$ cat config.mk
export PLATFORM = sky130hd
export DESIGN_NAME = id_ex_stage_flat
export DESIGN_NICKNAME = d
export VERILOG_FILES = /design/src/rtl/id_ex_stage_pkg.sv /design/src/rtl/id_ex_stage_if.sv /design/src/rtl/id_ex_stage_fwd_mux.sv /design/src/rtl/id_ex_stage.sv /design/src/flat_wrapper.sv
export SDC_FILE = /design/constraint.sdc
export NUM_CORES = 1
export LEC_CHECK = 0
export ABC_AREA = 1
export BUFFER_PORTS_ARGS = -buffer_cell sky130_fd_sc_hd__clkbuf_2
export CAP_MARGIN = 20
export CORE_AREA = 4 4 145 147
export CTS_BUF_LIST = sky130_fd_sc_hd__clkbuf_2
export DETAILED_ROUTE_END_ITERATION = 10
export DIE_AREA = 0 0 149 151
export GPL_TIMING_DRIVEN = 0
export PLACE_DENSITY_LB_ADDON = 0.08
export RECOVER_POWER = 25
export SETUP_SLACK_MARGIN = 0.15
export SYNTH_ARGS = -nofsm -noshare
export SYNTH_HDL_FRONTEND = slang
export SYNTH_HIERARCHICAL = 1
export SYNTH_SLANG_ARGS = --single-unit
export TNS_END_PERCENT = 10
$ cat constraint.sdc
create_clock -name clk -period 6.2 [get_ports clk]
set_input_delay 0.31 -clock clk [delete_from_list [all_inputs] [get_ports clk]]
set_output_delay 0.31 -clock clk [all_outputs]
set_load 0.02 [all_outputs]
$ cat src/rtl/id_ex_stage_pkg.sv
// Shared widths and ALU opcode encodings for the ID/EX slot and its neighbours.
package id_ex_stage_pkg;

    localparam int REG_WIDTH      = 32;
    localparam int ALU_OP_WIDTH   = 4;
    localparam int REG_ADDR_WIDTH = 5;

    localparam logic [ALU_OP_WIDTH-1:0] ALU_ADD  = 4'h0;
    localparam logic [ALU_OP_WIDTH-1:0] ALU_SUB  = 4'h1;
    localparam logic [ALU_OP_WIDTH-1:0] ALU_AND  = 4'h2;
    localparam logic [ALU_OP_WIDTH-1:0] ALU_OR   = 4'h3;
    localparam logic [ALU_OP_WIDTH-1:0] ALU_XOR  = 4'h4;
    localparam logic [ALU_OP_WIDTH-1:0] ALU_SLL  = 4'h5;
    localparam logic [ALU_OP_WIDTH-1:0] ALU_SRL  = 4'h6;
    localparam logic [ALU_OP_WIDTH-1:0] ALU_SRA  = 4'h7;
    localparam logic [ALU_OP_WIDTH-1:0] ALU_SLT  = 4'h8;
    localparam logic [ALU_OP_WIDTH-1:0] ALU_SLTU = 4'h9;
    localparam logic [ALU_OP_WIDTH-1:0] ALU_LUI  = 4'hA;

endpackage

$ cat src/rtl/id_ex_stage_if.sv
// Decode-to-ID/EX bus: valid/ready handshake plus the decoded instruction fields.
interface id_ex_stage_if
    import id_ex_stage_pkg::*;
#(
    parameter int XLEN = REG_WIDTH,
    parameter int OPW  = ALU_OP_WIDTH,
    parameter int RAW  = REG_ADDR_WIDTH
);
    logic            id_valid;
    logic            id_ready;
    logic [OPW-1:0]  id_alu_op;
    logic [RAW-1:0]  id_rs1_addr;
    logic [RAW-1:0]  id_rs2_addr;
    logic [XLEN-1:0] id_rs1_data;
    logic [XLEN-1:0] id_rs2_data;
    logic [XLEN-1:0] id_imm;
    logic [XLEN-1:0] id_pc;
    logic            id_src1_pc;
    logic            id_src2_imm;
    logic [RAW-1:0]  id_rd_addr;
    logic            id_reg_write;
    logic            id_mem_read;
    logic            id_mem_write;
    logic            id_branch;

    // Decode side offers instructions.
    modport master (
        output id_valid, id_alu_op, id_rs1_addr, id_rs2_addr, id_rs1_data, id_rs2_data,
               id_imm, id_pc, id_src1_pc, id_src2_imm, id_rd_addr,
               id_reg_write, id_mem_read, id_mem_write, id_branch,
        input  id_ready
    );

    // Pipeline slot side accepts them.
    modport slave (
        input  id_valid, id_alu_op, id_rs1_addr, id_rs2_addr, id_rs1_data, id_rs2_data,
               id_imm, id_pc, id_src1_pc, id_src2_imm, id_rd_addr,
               id_reg_write, id_mem_read, id_mem_write, id_branch,
        output id_ready
    );
endinterface

$ cat src/rtl/id_ex_stage_fwd_mux.sv
// Resolves one source operand against the MEM and WB result buses; MEM is newer so it wins.
module id_ex_stage_fwd_mux
    import id_ex_stage_pkg::*;
#(
    parameter int XLEN = REG_WIDTH,
    parameter int RAW  = REG_ADDR_WIDTH
) (
    input  logic [RAW-1:0]  src_addr,
    input  logic [XLEN-1:0] src_data,
    input  logic            mem_en,
    input  logic [RAW-1:0]  mem_rd,
    input  logic [XLEN-1:0] mem_data,
    input  logic            wb_en,
    input  logic [RAW-1:0]  wb_rd,
    input  logic [XLEN-1:0] wb_data,
    output logic [XLEN-1:0] fwd_data,
    output logic            mem_hit,
    output logic            wb_hit
);
    // x0 is hardwired to zero, so it never matches a forwarding bus.
    assign mem_hit  = mem_en && (mem_rd == src_addr) && (src_addr != '0);
    assign wb_hit   = wb_en  && (wb_rd  == src_addr) && (src_addr != '0);
    assign fwd_data = mem_hit ? mem_data : (wb_hit ? wb_data : src_data);
endmodule

$ cat src/rtl/id_ex_stage.sv
// ID/EX pipeline slot: one-entry buffer with operand forwarding, load-use stall and flush.
module id_ex_stage
    import id_ex_stage_pkg::*;
#(
    parameter int XLEN = REG_WIDTH,
    parameter int OPW  = ALU_OP_WIDTH,
    parameter int RAW  = REG_ADDR_WIDTH
) (
    input  logic            clk,
    input  logic            rst_n,
    input  logic            flush,
    id_ex_stage_if.slave    id_bus,
    input  logic            mem_fwd_en,
    input  logic [RAW-1:0]  mem_fwd_rd,
    input  logic [XLEN-1:0] mem_fwd_data,
    input  logic            mem_fwd_is_load,
    input  logic            wb_fwd_en,
    input  logic [RAW-1:0]  wb_fwd_rd,
    input  logic [XLEN-1:0] wb_fwd_data,
    output logic            ex_valid,
    input  logic            ex_ready,
    output logic [OPW-1:0]  alu_op,
    output logic [XLEN-1:0] alu_src1,
    output logic [XLEN-1:0] alu_src2,
    output logic [XLEN-1:0] ex_store_data,
    output logic [RAW-1:0]  ex_rd_addr,
    output logic            ex_reg_write,
    output logic            ex_mem_read,
    output logic            ex_mem_write,
    output logic            ex_branch,
    output logic [XLEN-1:0] ex_pc
);
    logic            slot_valid;
    logic            slot_next;
    logic            fire_in;
    logic            fire_out;
    logic            load_use;

    logic [OPW-1:0]  op_reg;
    logic [RAW-1:0]  rs_addr_reg [2];
    logic [XLEN-1:0] rs_data_reg [2];
    logic [XLEN-1:0] imm_reg;
    logic [XLEN-1:0] pc_reg;
    logic            src1_pc_reg;
    logic            src2_imm_reg;
    logic [RAW-1:0]  rd_reg;
    logic            reg_write_reg;
    logic            mem_read_reg;
    logic            mem_write_reg;
    logic            branch_reg;

    logic [RAW-1:0]  id_rs_addr [2];
    logic [XLEN-1:0] id_rs_data [2];
    logic [XLEN-1:0] fwd_data   [2];
    logic [1:0]      mem_hit;
    logic [1:0]      wb_hit;
    logic [1:0]      src_used;

    assign id_rs_addr[0] = id_bus.id_rs1_addr;
    assign id_rs_addr[1] = id_bus.id_rs2_addr;
    assign id_rs_data[0] = id_bus.id_rs1_data;
    assign id_rs_data[1] = id_bus.id_rs2_data;

    // One resolver per source register: index 0 is rs1, index 1 is rs2.
    for (genvar gi = 0; gi < 2; gi++) begin : g_fwd
        id_ex_stage_fwd_mux #(.XLEN(XLEN), .RAW(RAW)) u_fwd_mux (
            .src_addr (rs_addr_reg[gi]),
            .src_data (rs_data_reg[gi]),
            .mem_en   (mem_fwd_en),
            .mem_rd   (mem_fwd_rd),
            .mem_data (mem_fwd_data),
            .wb_en    (wb_fwd_en),
            .wb_rd    (wb_fwd_rd),
            .wb_data  (wb_fwd_data),
            .fwd_data (fwd_data[gi]),
            .mem_hit  (mem_hit[gi]),
            .wb_hit   (wb_hit[gi])
        );
    end

    // rs1 is irrelevant when src1 is the PC; rs2 still matters for a store even with an immediate src2.
    assign src_used[0] = ~src1_pc_reg;
    assign src_used[1] = ~src2_imm_reg | mem_write_reg;
    assign load_use    = slot_valid & mem_fwd_is_load & |(mem_hit & src_used);

    assign ex_valid       = slot_valid & ~load_use;
    assign fire_out       = ex_valid & ex_ready;
    assign id_bus.id_ready = ~slot_valid | fire_out;
    assign fire_in        = id_bus.id_valid & id_bus.id_ready;

    // Slot occupancy register; reset drops the slot without waiting for a clock.
    always_ff @(posedge clk or negedge rst_n) begin
        if (!rst_n) begin
            slot_valid <= 1'b0;
        end else begin
            slot_valid <= slot_next;
        end
    end

    // Occupancy update: flush beats capture, capture beats drain.
    always_comb begin
        slot_next = slot_valid;
        if (flush) begin
            slot_next = 1'b0;
        end else if (fire_in) begin
            slot_next = 1'b1;
        end else if (fire_out) begin
            slot_next = 1'b0;
        end
    end

    // Instruction payload; a flushed capture is discarded rather than stored.
    always_ff @(posedge clk or negedge rst_n) begin
        if (!rst_n) begin
            op_reg        <= '0;
            imm_reg       <= '0;
            pc_reg        <= '0;
            src1_pc_reg   <= 1'b0;
            src2_imm_reg  <= 1'b0;
            rd_reg        <= '0;
            reg_write_reg <= 1'b0;
            mem_read_reg  <= 1'b0;
            mem_write_reg <= 1'b0;
            branch_reg    <= 1'b0;
        end else if (fire_in && !flush) begin
            op_reg        <= id_bus.id_alu_op;
            imm_reg       <= id_bus.id_imm;
            pc_reg        <= id_bus.id_pc;
            src1_pc_reg   <= id_bus.id_src1_pc;
            src2_imm_reg  <= id_bus.id_src2_imm;
            rd_reg        <= id_bus.id_rd_addr;
            reg_write_reg <= id_bus.id_reg_write;
            mem_read_reg  <= id_bus.id_mem_read;
            mem_write_reg <= id_bus.id_mem_write;
            branch_reg    <= id_bus.id_branch;
        end
    end

    // Source operands; while stalled, WB results are folded in so they survive retirement.
    always_ff @(posedge clk or negedge rst_n) begin
        if (!rst_n) begin
            for (int i = 0; i < 2; i++) begin
                rs_addr_reg[i] <= '0;
                rs_data_reg[i] <= '0;
            end
        end else if (fire_in && !flush) begin
            for (int i = 0; i < 2; i++) begin
                rs_addr_reg[i] <= id_rs_addr[i];
                rs_data_reg[i] <= id_rs_data[i];
            end
        end else if (slot_valid && !fire_out) begin
            for (int i = 0; i < 2; i++) begin
                if (wb_hit[i]) begin
                    rs_data_reg[i] <= wb_fwd_data;
                end
            end
        end
    end

    // Execute-side view: operand muxing and bubble masking of side-effecting flags.
    always_comb begin
        alu_op        = op_reg;
        alu_src1      = src1_pc_reg  ? pc_reg  : fwd_data[0];
        alu_src2      = src2_imm_reg ? imm_reg : fwd_data[1];
        ex_store_data = fwd_data[1];
        ex_rd_addr    = rd_reg;
        ex_pc         = pc_reg;
        ex_reg_write  = reg_write_reg & slot_valid;
        ex_mem_read   = mem_read_reg  & slot_valid;
        ex_mem_write  = mem_write_reg & slot_valid;
        ex_branch     = branch_reg    & slot_valid;
    end
endmodule

$ cat src/flat_wrapper.sv
// flat-port wrapper written by rule: the top's interface ports become plain ports
module id_ex_stage_flat import id_ex_stage_pkg::*;
#(
    parameter int XLEN = REG_WIDTH,
    parameter int OPW  = ALU_OP_WIDTH,
    parameter int RAW  = REG_ADDR_WIDTH
)
  (clk, rst_n, flush, mem_fwd_en, mem_fwd_rd, mem_fwd_data, mem_fwd_is_load, wb_fwd_en, wb_fwd_rd, wb_fwd_data, ex_valid, ex_ready, alu_op, alu_src1, alu_src2, ex_store_data, ex_rd_addr, ex_reg_write, ex_mem_read, ex_mem_write, ex_branch, ex_pc, id_bus_id_valid, id_bus_id_alu_op, id_bus_id_rs1_addr, id_bus_id_rs2_addr, id_bus_id_rs1_data, id_bus_id_rs2_data, id_bus_id_imm, id_bus_id_pc, id_bus_id_src1_pc, id_bus_id_src2_imm, id_bus_id_rd_addr, id_bus_id_reg_write, id_bus_id_mem_read, id_bus_id_mem_write, id_bus_id_branch, id_bus_id_ready);
  id_ex_stage_if #(.XLEN(XLEN), .OPW(OPW), .RAW(RAW)) id_bus_i ();
  input  logic clk;
  input  logic rst_n;
  input  logic flush;
  input  logic mem_fwd_en;
  input  logic [RAW-1:0] mem_fwd_rd;
  input  logic [XLEN-1:0] mem_fwd_data;
  input  logic mem_fwd_is_load;
  input  logic wb_fwd_en;
  input  logic [RAW-1:0] wb_fwd_rd;
  input  logic [XLEN-1:0] wb_fwd_data;
  output logic ex_valid;
  input  logic ex_ready;
  output logic [OPW-1:0] alu_op;
  output logic [XLEN-1:0] alu_src1;
  output logic [XLEN-1:0] alu_src2;
  output logic [XLEN-1:0] ex_store_data;
  output logic [RAW-1:0] ex_rd_addr;
  output logic ex_reg_write;
  output logic ex_mem_read;
  output logic ex_mem_write;
  output logic ex_branch;
  output logic [XLEN-1:0] ex_pc;
  input wire logic [$bits(id_bus_i.id_valid)-1:0] id_bus_id_valid;
  input wire logic [$bits(id_bus_i.id_alu_op)-1:0] id_bus_id_alu_op;
  input wire logic [$bits(id_bus_i.id_rs1_addr)-1:0] id_bus_id_rs1_addr;
  input wire logic [$bits(id_bus_i.id_rs2_addr)-1:0] id_bus_id_rs2_addr;
  input wire logic [$bits(id_bus_i.id_rs1_data)-1:0] id_bus_id_rs1_data;
  input wire logic [$bits(id_bus_i.id_rs2_data)-1:0] id_bus_id_rs2_data;
  input wire logic [$bits(id_bus_i.id_imm)-1:0] id_bus_id_imm;
  input wire logic [$bits(id_bus_i.id_pc)-1:0] id_bus_id_pc;
  input wire logic [$bits(id_bus_i.id_src1_pc)-1:0] id_bus_id_src1_pc;
  input wire logic [$bits(id_bus_i.id_src2_imm)-1:0] id_bus_id_src2_imm;
  input wire logic [$bits(id_bus_i.id_rd_addr)-1:0] id_bus_id_rd_addr;
  input wire logic [$bits(id_bus_i.id_reg_write)-1:0] id_bus_id_reg_write;
  input wire logic [$bits(id_bus_i.id_mem_read)-1:0] id_bus_id_mem_read;
  input wire logic [$bits(id_bus_i.id_mem_write)-1:0] id_bus_id_mem_write;
  input wire logic [$bits(id_bus_i.id_branch)-1:0] id_bus_id_branch;
  output wire logic [$bits(id_bus_i.id_ready)-1:0] id_bus_id_ready;
  assign id_bus_i.id_valid = id_bus_id_valid;
  assign id_bus_i.id_alu_op = id_bus_id_alu_op;
  assign id_bus_i.id_rs1_addr = id_bus_id_rs1_addr;
  assign id_bus_i.id_rs2_addr = id_bus_id_rs2_addr;
  assign id_bus_i.id_rs1_data = id_bus_id_rs1_data;
  assign id_bus_i.id_rs2_data = id_bus_id_rs2_data;
  assign id_bus_i.id_imm = id_bus_id_imm;
  assign id_bus_i.id_pc = id_bus_id_pc;
  assign id_bus_i.id_src1_pc = id_bus_id_src1_pc;
  assign id_bus_i.id_src2_imm = id_bus_id_src2_imm;
  assign id_bus_i.id_rd_addr = id_bus_id_rd_addr;
  assign id_bus_i.id_reg_write = id_bus_id_reg_write;
  assign id_bus_i.id_mem_read = id_bus_id_mem_read;
  assign id_bus_i.id_mem_write = id_bus_id_mem_write;
  assign id_bus_i.id_branch = id_bus_id_branch;
  assign id_bus_id_ready = id_bus_i.id_ready;
  id_ex_stage #(.XLEN(XLEN), .OPW(OPW), .RAW(RAW)) u_core (.clk(clk), .rst_n(rst_n), .flush(flush), .id_bus(id_bus_i), .mem_fwd_en(mem_fwd_en), .mem_fwd_rd(mem_fwd_rd), .mem_fwd_data(mem_fwd_data), .mem_fwd_is_load(mem_fwd_is_load), .wb_fwd_en(wb_fwd_en), .wb_fwd_rd(wb_fwd_rd), .wb_fwd_data(wb_fwd_data), .ex_valid(ex_valid), .ex_ready(ex_ready), .alu_op(alu_op), .alu_src1(alu_src1), .alu_src2(alu_src2), .ex_store_data(ex_store_data), .ex_rd_addr(ex_rd_addr), .ex_reg_write(ex_reg_write), .ex_mem_read(ex_mem_read), .ex_mem_write(ex_mem_write), .ex_branch(ex_branch), .ex_pc(ex_pc));
endmodule
; ---- Word-level counts from Yosys, hierarchy flattened
; Cells that the tools add are included.
[word_totals]
reg_bits = 154
out_inout_bits = 143
inputBits = 235
elab_cells = 63
[op_classes]
muxes = 11
n_bitwise = 16
n_eq_ne = 4
n_reduce_logical = 17
[op_table]
columns = cell, n
row1 = two-way mux 32 bit, 6
row2 = two-way mux 64 bit, 2
row3 = == test 5 bit, 4
row4 = logical AND 1 bit, 10
row5 = nonzero test 5 bit, 2
row6 = bitwise AND 1 bit, 9
row7 = inverter 1 bit, 4
row8 = two-way mux 1 bit, 3
row9 = nonzero test 3 bit, 1
row10 = bitwise AND 2 bit, 1
row11 = zero test 1 bit, 2
row12 = OR 1 bit, 2
row13 = nonzero test 2 bit, 1
row14 = OR reduction 2 bit, 1

; ---- Longest topological paths before layout
[logic_depth]
depth_word = 13
mapped_depth = 19

; ---- By module
; The synthesis kept the hierarchy.
[modules_own_cells]
columns = module, area_per_inst_um2, n_inst, seq_area_each_um2, cells_each
row1 = id_ex_stage, 7657.3, 1, 3853.7, 995
row2 = id_ex_stage_fwd_mux, 1286.2, 2, 0.0, 288

; ---- Worst setup path after synthesis
; No wires, ideal clock.
[synth_path]
path_kind = reg2out
from = register u_core/rs_addr_reg[6] (netlist name)
to = output port id_bus_id_ready
t_arrival_ns = 1.796
slack_ns = 4.094
stages_incl_launch_ff = 14
t_required_ns = 5.890
path_cell_list = dfrtp_1 inv_2 nand3_1 nor2_2 nor2_2 nand2_4 inv_2 buf_4 nand2_1 nand2_1 nand2_2 nand2_4 nand2_4 clkbuf_1
[synth_via]
elab_chain_cells = 10
[synth_lines]
columns = item, line_no
row1 = start: declaration, id_ex_stage.sv:40  ; logic [RAW-1:0] rs_addr_reg [2];
row2 = start signal: indexed assignment, id_ex_stage.sv:148  ; rs_addr_reg[i] <= id_rs_addr[i];
row3 = == test 5 bit, id_ex_stage_fwd_mux.sv:21  ; assign mem_hit = mem_en && (mem_rd == src_addr) && (src_addr != '0);
row4 = logical AND 1 bit, id_ex_stage_fwd_mux.sv:21
row5 = logical AND 1 bit (*), id_ex_stage_fwd_mux.sv:21
row6 = via u_core.mem_hit[0], id_ex_stage.sv:55  ; logic [1:0] mem_hit;
row7 = bitwise AND 2 bit (*), id_ex_stage.sv:84  ; assign load_use = slot_valid & mem_fwd_is_load & |(mem_hit & src_used);
row8 = OR reduction 2 bit (*), id_ex_stage.sv:84
row9 = bitwise AND 1 bit (*), id_ex_stage.sv:84
row10 = inverter 1 bit (*), id_ex_stage.sv:86  ; assign ex_valid = slot_valid & ~load_use;
row11 = bitwise AND 1 bit (*), id_ex_stage.sv:86
row12 = bitwise AND 1 bit (*), id_ex_stage.sv:87  ; assign fire_out = ex_valid & ex_ready;
row13 = OR 1 bit (*), id_ex_stage.sv:88  ; assign id_bus.id_ready = ~slot_valid | fire_out;
row14 = end: declaration, flat_wrapper.sv:47  ; output wire logic [$bits(id_bus_i.id_ready)-1:0] id_bus_id_ready;
; Mark *: on every way through the listed nets, which the timed path passes. The rest lies on a longest branch.

; ---- Worst setup path after layout
[layout_path]
from = register u_core/rs_addr_reg[4] (netlist name)
to = output port id_bus_id_ready
; The elaborated chain is that of the path after synthesis.

==> results_dict.tcl <==
set metrics [dict create \
    routed-via-count 13200 \
    cts.htree.levels 4 \
    fmax_mhz 270 \
    fin_ws_ps 2490 \
    placement.io_buffers 377 \
    globalplace.congestion 0.971 \
    setup_viol 0 \
    period_minus_slack_ps 3710 \
    numCtsBuffers 17 \
    finalCritPeriodShare_pct 59.8 \
    crit_path_end_kind "output port" \
    rsz0062_at_grt "false" \
    seqPwrFrac_pct 38.9 \
    netlist_instances 1571 \
    rr_startpoint "u_core/rs_addr_reg[2]" \
    yosys.area.top_type "dfrtp_1" \
    avgViaCountPerCell 5.33 \
    fin_skew_ps 41.4 \
    crit_path_start_kind "register" \
    critPathMaxFanout 10 \
    ys_warn_count 6 \
    gr-total-overflow 0 \
    place_ws_ps 3360 \
    synth.area.top_cells "dfrtp_1, nand2_1, nand3_1" \
    slew_violations 155 \
    first_iter_violations 1405 \
    path_clk_slew_ps 230 \
    crit_end "id_bus_id_ready" \
    intPower_w 0.00182 \
    cts_sinks 154 \
    root_buffer "clkbuf_2" \
    synthArstFlopShare_pct 100 \
    antenna_left 0 \
    placed_cells 2219 \
    path_class "register to output port" \
    fillers 1616 \
    r2r-end "u_core/rs_data_reg[58]" \
    drive_gt1_share_pct 24.7 \
    syn_area_mm2 0.0102 \
    switchingPower_w 0.00142 \
    r2r_slack_ps 2600 \
    hold_violations 0 \
    drt-total-wl_um 46200 \
    hpwlAfterDp_um 32000 \
    wire_per_inst_um 18.7 \
    synth_common_cells "nand2_1, nand3_1, inv_1, dfrtp_1, o21ai_0" \
    synthFlopType "dfrtp_1" \
    nets 2425 \
    worst_pin_slew_ps 2800 \
    first_global_vias 13000 \
    synth_top_area_share_pct 37.7 \
    tns_ps 0 \
    avgSynthCellArea_um2 6.51 \
    rows 52 \
    core-area_mm2 0.0199 \
    power.share.switching_pct 43.8 \
    largest_register_ffs 64 \
    p_leak_nw 8.96 \
    ioPinCount 378 \
    holdCritPathClass "input pin to register" \
    peakVddDrop_mv 0.147 \
    grt_max_degree 110 \
    firstDrtPassIters 11 \
    critical_path.startpoint "u_core/rs_addr_reg[4]" \
    grt_pass1_wl_um 69500 \
    die_h_um 151 \
    run_status "finished, violations left" \
    violations "design-rule violations, max-capacitance violations, max-slew violations" \
    yosysMostFrequentCell "nand2_1" \
    clk_latency_ps 760 \
    p_per_area_mw_per_mm2 217 \
    initial_utilization_pct 51.4 \
    slew_headroom_pct -86.5 \
    fin_util_pct 74.9 \
    cts_resized 0 \
    crit_arrival_ps 3400 \
    clkPwrFrac_pct 17.5 \
    layoutNonFillerInstCount 2476 \
    synth_edf_count 0 \
    p_comb_share_pct 43.6 \
    ys_types 28 \
    antenna_found_initial 4 \
    required_ps 5890 \
    ys_seq_area_share_pct 37.7 \
    ys_ff_latch 154 \
    area_growth_pct 45.7 \
    syn_nets 1806 \
    die_x_um 149 \
    drc 1 \
    grt_util_all_layers_pct 40.1 \
    r2r_cells 19 \
    cts_tree "done" \
    cap_violations 2 \
    cts_max_path_buffers 2 \
    die_area_mm2 0.0225 \
]
-- metal layers --
| layer | up-vias | global-route usage [%] | routed length (um) |
|---|---|---|---|
| met2 | 925 | 66.4 | 21500 |
| met1 | 6021 | 47.9 | 16600 |
| li1 | 6049 | - | - |
| met3 | 195 | 10.4 | 5570 |
| met5 | - | 0 | 7 |
| met4 | 2 | 21.6 | 2530 |
-- logic make-up after synthesis --
group	after synthesis	synth area share, %
xor+xnor	6	0.514
buf+inv	345	14.6
flops	154	37.7
compound gates	53	2.62
simple gates	981	41.0
mux	32	3.52
-- what timing repair did --
action | in CTS | in global routing
hold endpoints to repair | 308 | 0
hold buffers | 222 | 0
setup buffers | 0 | 0
-- cells in the final DEF (no fill, tap or decap), types with 5 or more instances in the layout --
master | Yosys | final
nand3_1 | 301 | 301
nand2_4 | 7 | 7
inv_6 | 0 | 5
xnor2_1 | 6 | 6
buf_4 | 19 | 19
inv_2 | 14 | 14
buf_1 | 5 | 5
buf_2 | 36 | 36
dfrtp_1 | 154 | 154
o21ai_0 | 37 | 37
clkbuf_1 | 26 | 28
nor2_2 | 7 | 7
nand2_1 | 644 | 644
clkbuf_2 | 0 | 394
buf_6 | 11 | 11
dlygate4sd3_1 | 0 | 221
o21ai_1 | 12 | 12
mux2_2 | 32 | 32
clkinvlp_4 | 0 | 5
inv_1 | 231 | 231
nor2_1 | 7 | 7
-- how the worst min path moves through the flow --
stage	start	to	slack, ps	cells after the start
floorplan	rst_n	u_core/alu_op[0]	10	0
global placement	u_core/imm_reg[8]	u_core/imm_reg[8]	450	2
detailed placement	rst_n	u_core/rs_data_reg[30]	280	1
CTS	ex_ready	u_core/rs_data_reg[59]	30	6
global route	ex_ready	u_core/rs_data_reg[59]	70	6
finish	ex_ready	u_core/rs_data_reg[59]	130	6
-- worst max-delay path: stages (launching register included) --
cell and delay, ps:
dfrtp_1 460, inv_2 100, nand3_1 100, nor2_2 180, nor2_2 80, nand2_4 120
inv_2 90, buf_4 190, nand2_1 80, nand2_1 90, nand2_2 90, nand2_4 70
nand2_4 130, clkbuf_1 590, clkbuf_2 290
-- power groups by stage --
stage / logic [W] / clock network [W] / registers (W)
final: 0.00141 / 0.000569 / 0.00126
after global routing: 0.00152 / 0.000614 / 0.00127
after CTS: 0.00138 / 0.000577 / 0.00125
after detailed placement: 0.00126 / 0 / 0.00127
after global placement: 0.00124 / 0 / 0.00127
after floorplan: 0.000727 / 0 / 0.00129
-- cell type report --
cell class	count	area, um^2	area share (%)
Clock inverter	15	140	0.940
Sequential cell	154	3850	25.9
Timing Repair Buffer	600	4110	27.5
Multi-Input combinational cell	1072	4880	32.7
Clock buffer	17	85.1	0.571
Inverter	248	933	6.26
Tap cell	270	338	2.27
Buffer	97	563	3.78
Antenna cell	3	7.51	0.0504
-- stage by stage --
stage / hold slack (ps) / instance area (um^2) / power (W)
after floorplan: 14.4 / 10200 / 0.00202
after global placement: 448 / 12500 / 0.00251
after detailed placement: 282 / 12500 / 0.00253
after CTS: 31.4 / 15000 / 0.00321
after global routing: 67.6 / 14900 / 0.00341
final: 131 / 14900 / 0.00324
No activity file was read; power rests on OpenSTA's default activity.
